File: config.mk
export PLATFORM = sky130hd
export DESIGN_NAME = hp_bar_updater
export DESIGN_NICKNAME = d
export VERILOG_FILES = /design/src/rtl/battle_pkg.sv /design/src/rtl/raster_scan.sv /design/src/rtl/hp_bar_updater.sv
export SDC_FILE = /design/constraint.sdc
export NUM_CORES = 1
export LEC_CHECK = 0
export ABC_CLOCK_PERIOD_IN_PS = 3000
export BUFFER_PORTS_ARGS = -buffer_cell sky130_fd_sc_hd__buf_2
export CORE_ASPECT_RATIO = 1.1
export CORE_MARGIN = 2
export CORE_UTILIZATION = 51
export DETAILED_ROUTE_END_ITERATION = 12
export PLACE_DENSITY = 0.88
export SLEW_MARGIN = 0
export SYNTH_ARGS = -nofsm -noshare
export SYNTH_HDL_FRONTEND = slang
export SYNTH_HIERARCHICAL = 1
export SYNTH_SLANG_ARGS = --single-unit
export TNS_END_PERCENT = 100
File: constraint.sdc
create_clock -name clock -period 3 [get_ports clock]
set_input_delay 0.6 -clock clock [delete_from_list [all_inputs] [get_ports clock]]
set_output_delay 0.6 -clock clock [all_outputs]
set_load 0.005 [all_outputs]
File: src/rtl/battle_pkg.sv
// Shared types and constants for the battle HUD blocks: FSM encoding,
// bar colour codes, default bar geometry and the HP fill-colour rule.
package battle_pkg;

  localparam int unsigned HP_W       = 6;
  localparam int unsigned X_W        = 9;
  localparam int unsigned Y_W        = 8;
  localparam int unsigned COLOUR_W   = 3;

  localparam int unsigned MAX_HP_DEF = 48;
  localparam int unsigned BAR_H_DEF  = 4;

  localparam logic [COLOUR_W-1:0] BLACK  = 3'b000;
  localparam logic [COLOUR_W-1:0] WHITE  = 3'b111;
  localparam logic [COLOUR_W-1:0] GREEN  = 3'b010;
  localparam logic [COLOUR_W-1:0] YELLOW = 3'b110;
  localparam logic [COLOUR_W-1:0] RED    = 3'b100;

  typedef enum logic [1:0] {
    IDLE = 2'd0,
    SUB  = 2'd1,
    DRAW = 2'd2,
    DONE = 2'd3
  } state_t;

  // Fill colour of the bar for a given HP: green above half, yellow above a quarter, red otherwise.
  function automatic logic [COLOUR_W-1:0] fill_colour(input logic [HP_W-1:0] hp,
                                                      input int unsigned max_hp);
    if (32'(hp) > max_hp / 2)      return GREEN;
    else if (32'(hp) > max_hp / 4) return YELLOW;
    else                           return RED;
  endfunction

endpackage

File: src/rtl/raster_scan.sv
// Row-major col/row raster counter.
// Ports: clock, reset (async, active-high), en (advance one pixel),
//        clear (sync return to (0,0), wins over en), col, row (current pixel),
//        last_c (combinational: current pixel is the final one).
module raster_scan
  import battle_pkg::*;
#(
  parameter int unsigned COLS  = MAX_HP_DEF + 2,
  parameter int unsigned ROWS  = BAR_H_DEF + 2,
  parameter int unsigned COL_W = $clog2(COLS),
  parameter int unsigned ROW_W = $clog2(ROWS)
) (
  input  logic             clock,
  input  logic             reset,
  input  logic             en,
  input  logic             clear,
  output logic [COL_W-1:0] col,
  output logic [ROW_W-1:0] row,
  output logic             last_c
);

  logic col_end_c;
  logic row_end_c;

  assign col_end_c = (col == COL_W'(COLS - 1));
  assign row_end_c = (row == ROW_W'(ROWS - 1));
  assign last_c    = col_end_c && row_end_c;

  // Advancing past the last pixel wraps back to (0,0).
  always_ff @(posedge clock or posedge reset) begin
    if (reset) begin
      col <= '0;
      row <= '0;
    end else if (clear) begin
      col <= '0;
      row <= '0;
    end else if (en) begin
      if (col_end_c) begin
        col <= '0;
        row <= row_end_c ? '0 : row + ROW_W'(1);
      end else begin
        col <= col + COL_W'(1);
      end
    end
  end

endmodule

File: src/rtl/hp_bar_updater.sv
// Applies damage/refill to the HP register, then redraws the HP bar
// (black border, fill up to hp, white remainder) one pixel per cycle.
// Ports: clock, reset (async, active-high); start/refill/damage/base_x/base_y
//        command inputs sampled in IDLE; out_x/out_y/out_colour/plot pixel
//        stream; busy, done (one-cycle pulse), hp, fainted status.
module hp_bar_updater
  import battle_pkg::*;
#(
  parameter int unsigned MAX_HP = MAX_HP_DEF,
  parameter int unsigned BAR_H  = BAR_H_DEF
) (
  input  logic                clock,
  input  logic                reset,
  input  logic                start,
  input  logic                refill,
  input  logic [HP_W-1:0]     damage,
  input  logic [X_W-1:0]      base_x,
  input  logic [Y_W-1:0]      base_y,
  output logic [X_W-1:0]      out_x,
  output logic [Y_W-1:0]      out_y,
  output logic [COLOUR_W-1:0] out_colour,
  output logic                plot,
  output logic                busy,
  output logic                done,
  output logic [HP_W-1:0]     hp,
  output logic                fainted
);

  localparam int unsigned COLS  = MAX_HP + 2;
  localparam int unsigned ROWS  = BAR_H + 2;
  localparam int unsigned COL_W = $clog2(COLS);
  localparam int unsigned ROW_W = $clog2(ROWS);

  state_t state;
  state_t state_next;

  logic                refill_q;
  logic [HP_W-1:0]     damage_q;
  logic [X_W-1:0]      base_x_q;
  logic [Y_W-1:0]      base_y_q;

  logic [COL_W-1:0]    col;
  logic [ROW_W-1:0]    row;
  logic                last_c;
  logic                out_last;

  logic                scan_en_c;
  logic                scan_clear_c;
  logic [HP_W-1:0]     hp_new_c;
  logic [HP_W-1:0]     hp_draw_c;
  logic                border_c;
  logic [COLOUR_W-1:0] colour_c;

  // The counter always points at the pixel to be presented next.
  assign scan_en_c    = (state_next == DRAW);
  assign scan_clear_c = (state == IDLE) || (state == DONE);

  raster_scan #(
    .COLS  (COLS),
    .ROWS  (ROWS),
    .COL_W (COL_W),
    .ROW_W (ROW_W)
  ) u_scan (
    .clock  (clock),
    .reset  (reset),
    .en     (scan_en_c),
    .clear  (scan_clear_c),
    .col    (col),
    .row    (row),
    .last_c (last_c)
  );

  // Saturating HP update from the latched command.
  always_comb begin
    hp_new_c = hp;
    if (refill_q)           hp_new_c = HP_W'(MAX_HP);
    else if (damage_q >= hp) hp_new_c = '0;
    else                    hp_new_c = hp - damage_q;
  end

  // Pixel (0,0) is registered at the end of SUB, before hp itself updates.
  assign hp_draw_c = (state == SUB) ? hp_new_c : hp;

  assign border_c = (col == '0) || (col == COL_W'(COLS - 1)) ||
                    (row == '0) || (row == ROW_W'(ROWS - 1));

  always_comb begin
    colour_c = BLACK;
    if (!border_c) begin
      colour_c = (32'(col) <= 32'(hp_draw_c)) ? fill_colour(hp_draw_c, MAX_HP) : WHITE;
    end
  end

  // Next-state logic; DRAW ends once the final pixel has been presented.
  always_comb begin
    state_next = state;
    case (state)
      IDLE:    if (start) state_next = SUB;
      SUB:     state_next = DRAW;
      DRAW:    if (out_last) state_next = DONE;
      DONE:    state_next = IDLE;
      default: state_next = IDLE;
    endcase
  end

  always_ff @(posedge clock or posedge reset) begin
    if (reset) state <= IDLE;
    else       state <= state_next;
  end

  // Command latch and HP register.
  always_ff @(posedge clock or posedge reset) begin
    if (reset) begin
      refill_q <= 1'b0;
      damage_q <= '0;
      base_x_q <= '0;
      base_y_q <= '0;
      hp       <= HP_W'(MAX_HP);
      fainted  <= 1'b0;
    end else begin
      if (state == IDLE && start) begin
        refill_q <= refill;
        damage_q <= damage;
        base_x_q <= base_x;
        base_y_q <= base_y;
      end
      if (state == SUB) begin
        hp      <= hp_new_c;
        fainted <= (hp_new_c == '0);
      end
    end
  end

  // Registered pixel stream and status, timed to the state being entered.
  always_ff @(posedge clock or posedge reset) begin
    if (reset) begin
      out_x      <= '0;
      out_y      <= '0;
      out_colour <= BLACK;
      plot       <= 1'b0;
      busy       <= 1'b0;
      done       <= 1'b0;
      out_last   <= 1'b0;
    end else begin
      busy <= (state_next != IDLE);
      done <= (state_next == DONE);
      plot <= (state_next == DRAW);
      if (state_next == DRAW) begin
        out_x      <= base_x_q + X_W'(col);
        out_y      <= base_y_q + Y_W'(row);
        out_colour <= colour_c;
        out_last   <= last_c;
      end else begin
        out_x      <= '0;
        out_y      <= '0;
        out_colour <= BLACK;
        out_last   <= 1'b0;
      end
    end
  end

endmodule
==> impl_metrics.tcl <==
set metrics [dict create \
    drv_slew 0 \
    relSlewSlack_pct 57.7 \
    clock_skew_ps 17.0 \
    violations "setup timing" \
    reg2reg_from "hp[0]" \
    worstPathMaxFanout 4 \
    syn-num-nets 380 \
    syn_area_mm2 0.00358 \
    period_share_pct 101 \
    wirelength_um 8210 \
    die_h_um 91.9 \
    dr_total_vias 2823 \
    finalSetupViolCount 1 \
    vias_per_cell 5.58 \
    fp.dieW_um 83.9 \
    dr_wl_met3_um 448 \
    p_sw_uw 370 \
    final_nets 473 \
    internal_power_uw 1310 \
    grt_overflow 0 \
    portBuffers 56 \
    post-place-ws_ps -137 \
    crit_family "compound AO/OA/AOI/OAI gates" \
    ir_worst_vdd_mv 0.304 \
    power.leakage_uw 0.00226 \
    dpl.hpwl_um 5800 \
    clk-insertion-delay-late_ps 350 \
    worst_ep_required_time_ps 3210 \
    netlist_instances 323 \
    gp_congestion 0.877 \
    dr.pass1.iters 5 \
    yosysWarningCount 6 \
    reg2reg_depth 16 \
    dieArea_mm2 0.00771 \
    critPathMaxStageDelay_ps 390 \
    cts_sinks 66 \
    detail_route.wl_per_cell_um 16.2 \
    rsz0062_at_grt "yes" \
    postRouteAntennaNets 0 \
    wl_met2_um 4200 \
    slowest_stage "dfrtp_1" \
    route.detailed.drc 0 \
    antenna-diode-count 0 \
    syn_area_per_cell_um2 11.1 \
    cts_buffer_depth 2 \
    worst-path-buf-inv 2 \
    rows 32 \
    status "complete, but fails checks" \
    hold_class "primary input to async pin" \
    drive_gt1_share_pct 36.6 \
    r2r-end "out_colour[2]" \
    start_util_pct 51.7 \
    grt_pass1_vias 3020 \
    drt-initial-drc-count 167 \
    tightestPinTransition_ps 633 \
    pin_count 57 \
    cp.arrival_ps 3230 \
    seq_area_frac_synth_pct 46.2 \
    synth_seq_cells 66 \
    clock-root-buffer "clkbuf_8" \
    coreArea_mm2 0.00693 \
    worstSetupEndpointType "flop" \
    grt_use_total_pct 22.5 \
    pwr-share-clk_pct 44.9 \
    fin_total_pwr_uw 1680 \
    max_freq_mhz 331 \
    grt_antenna_before_repair 0 \
    report.final.hold_viol_count 0 \
    rrSetupSlack_ps -20 \
    sw_frac_of_total_pct 22.0 \
    synthFlopType "dfrtp_1" \
    synth.distinct_cells 58 \
    maxCapViolCount 0 \
    numCtsBuffers 9 \
    area_delta_synth_final_pct 24.3 \
    grt_first_pass_wirelength_um 13700 \
    ctsHoldBuffers 0 \
    p_per_area_mw_per_mm2 378 \
    grt_max_degree 31 \
    htreeDepth 3 \
    crit_chain "inv_2 -> ha_4 -> inv_2 -> fa_2 -> a211oi_4 -> o21ai_4 -> nand2_2 -> nor4b_1 -> a21oi_1 -> ha_1 -> nor2b_1 -> o21ai_1 -> a21oi_1 -> o31ai_2 -> nor4bb_4 -> a211oi_2" \
    synth-edff-count 0 \
    critical_path_class "flop to flop" \
    postLayoutCoreUtil_pct 64.3 \
    synthArstFlopShare_pct 100 \
    start_kind "flop" \
    layout_setup_ws_ps -17.0 \
    m1WireLength_um 3270 \
    period_needed_ps 3020 \
    highest_layer "met4" \
    clk_pin_slew_ps 80 \
    tritoncts "done" \
    combPwrFrac_pct 2.2 \
    fin_tns_setup_ps -17.0 \
    seqPwrFrac_pct 52.9 \
]
[Yosys cell counts (2+ instances only)]
master	n	area (um2)
fa_1	3	60.1
a31oi_1	3	18.8
dfstp_2	2	52.6
clkbuf_1	2	7.51
o31ai_1	3	22.5
or3_1	4	25.0
nor4_1	2	12.5
a211oi_2	2	25.0
o22ai_1	3	18.8
o21ai_0	7	35.0
nor3_1	6	30.0
o22a_1	2	17.5
o211ai_1	2	15.0
nand3_1	5	25.0
a21o_1	5	37.5
and2_1	6	37.5
nand4_1	2	12.5
nor2b_1	8	50.1
nand2_1	16	60.1
inv_1	23	86.3
mux2i_1	3	30.0
nor4b_1	2	17.5
mux2_2	26	293
xnor2_1	8	70.1
xor2_1	9	78.8
a21oi_1	14	70.1
inv_2	2	7.51
dfrtp_1	64	1600
nand2b_1	5	31.3
nor2_1	29	109
ha_1	27	338
or3b_1	2	17.5
[power groups by stage]
| stage | Sequential [uW] | Combinational (uW) | Clock (uW) |
|---|---|---|---|
| 2_1_floorplan | 907 | 13.5 | 0 |
| 3_3_place_gp | 906 | 37.1 | 0 |
| 3_5_place_dp | 906 | 38.6 | 0 |
| 4_1_cts | 889 | 38.6 | 764 |
| 5_1_grt | 889 | 42.8 | 802 |
| 6_report | 889 | 36.9 | 755 |
[sequential cells by signal, indices dropped and copies added (netlist names)]
name        count
base_x_q        9
out_x           9
base_y_q        8
out_y           8
damage_q        6
hp              6
u_scan/col      6
out_colour      3
u_scan/row      3
state           2
busy            1
done            1
fainted         1
out_last        1
plot            1
refill_q        1
[logic make-up after synthesis]
kind of cell | count (synthesis) | synth area share [%]
buf+inv | 30 | 3.39
fa+ha+maj | 30 | 11.1
flops | 66 | 46.2
mux | 29 | 9.01
compound gates | 53 | 11.2
simple gates | 98 | 15.0
xor+xnor | 17 | 4.16
[layer usage]
layer / vias up / global-route usage (%)
met2: 108 / 39.9
met1: 1365 / 25.1
met4: 0 / 10.5
li1: 1313 / -
met3: 37 / 5.85
met5: - / 0
[layout make-up]
class                           count  area (um2)
Clock inverter                      4        51.3
Tap cell                           85         106
Sequential cell                    66        1650
Fill cell                         515        2470
Clock buffer                       12         145
Timing Repair Buffer               87         526
Inverter                           25        93.8
Multi-Input combinational cell    227        1880
[worst max-delay path by stage]
stage,startpoint,end,cells after the start,slack (ps)
global placement,hp[0],out_colour[2],16,3
floorplan,hp[0],out_colour[2],16,-90
detailed placement,hp[0],out_colour[2],16,-140
finish,hp[0],out_colour[2],16,-20
CTS,hp[0],out_colour[2],16,10
global route,hp[0],out_colour[2],16,-220
[worst register-to-register path, cell delays in order (launching register included)]
cell      delay, ps
dfrtp_1         390
inv_2            90
ha_4            140
inv_2            30
fa_2            360
a211oi_4        280
o21ai_4         110
nand2_2          90
nor4b_1          50
a21oi_1         190
ha_1            280
nor2b_1         150
o21ai_1         120
a21oi_1          90
o31ai_2         230
nor4bb_4        240
a211oi_2         60
[placed cells by master, fill, tap and decap left out, types with 3 or more instances in the layout]
cell type,Yosys,routed
a21o_1,5,5
a21oi_1,14,14
and2_1,6,6
buf_2,1,56
buf_4,0,30
clkbuf_8,0,10
dfrtp_1,64,64
ha_1,27,26
inv_1,23,20
inv_2,2,5
mux2_2,26,26
mux2i_1,3,3
nand2_1,16,15
nand2b_1,5,5
nand3_1,5,5
nor2_1,29,29
nor2b_1,8,8
nor3_1,6,6
o21ai_0,7,5
o22ai_1,3,3
or3_1,4,4
xnor2_1,8,8
xor2_1,9,9
[what timing repair did]
| item | in CTS | in global routing |
|---|---|---|
| pin swaps | 6 | 1 |
| setup buffers | 10 | 2 |
| setup endpoints to repair | 3 | 3 |
| gates resized for setup | 4 | 0 |
[metrics by stage]
stage	hold slack, ps	cell area (um2)	instances
after floorplan	428	3630	323
after CTS	204	4440	504
after global placement	492	4140	478
after detailed placement	500	4140	478
after global routing	218	4450	506
final	204	4450	506
Note: power is estimated with default switching activity, not from simulation.
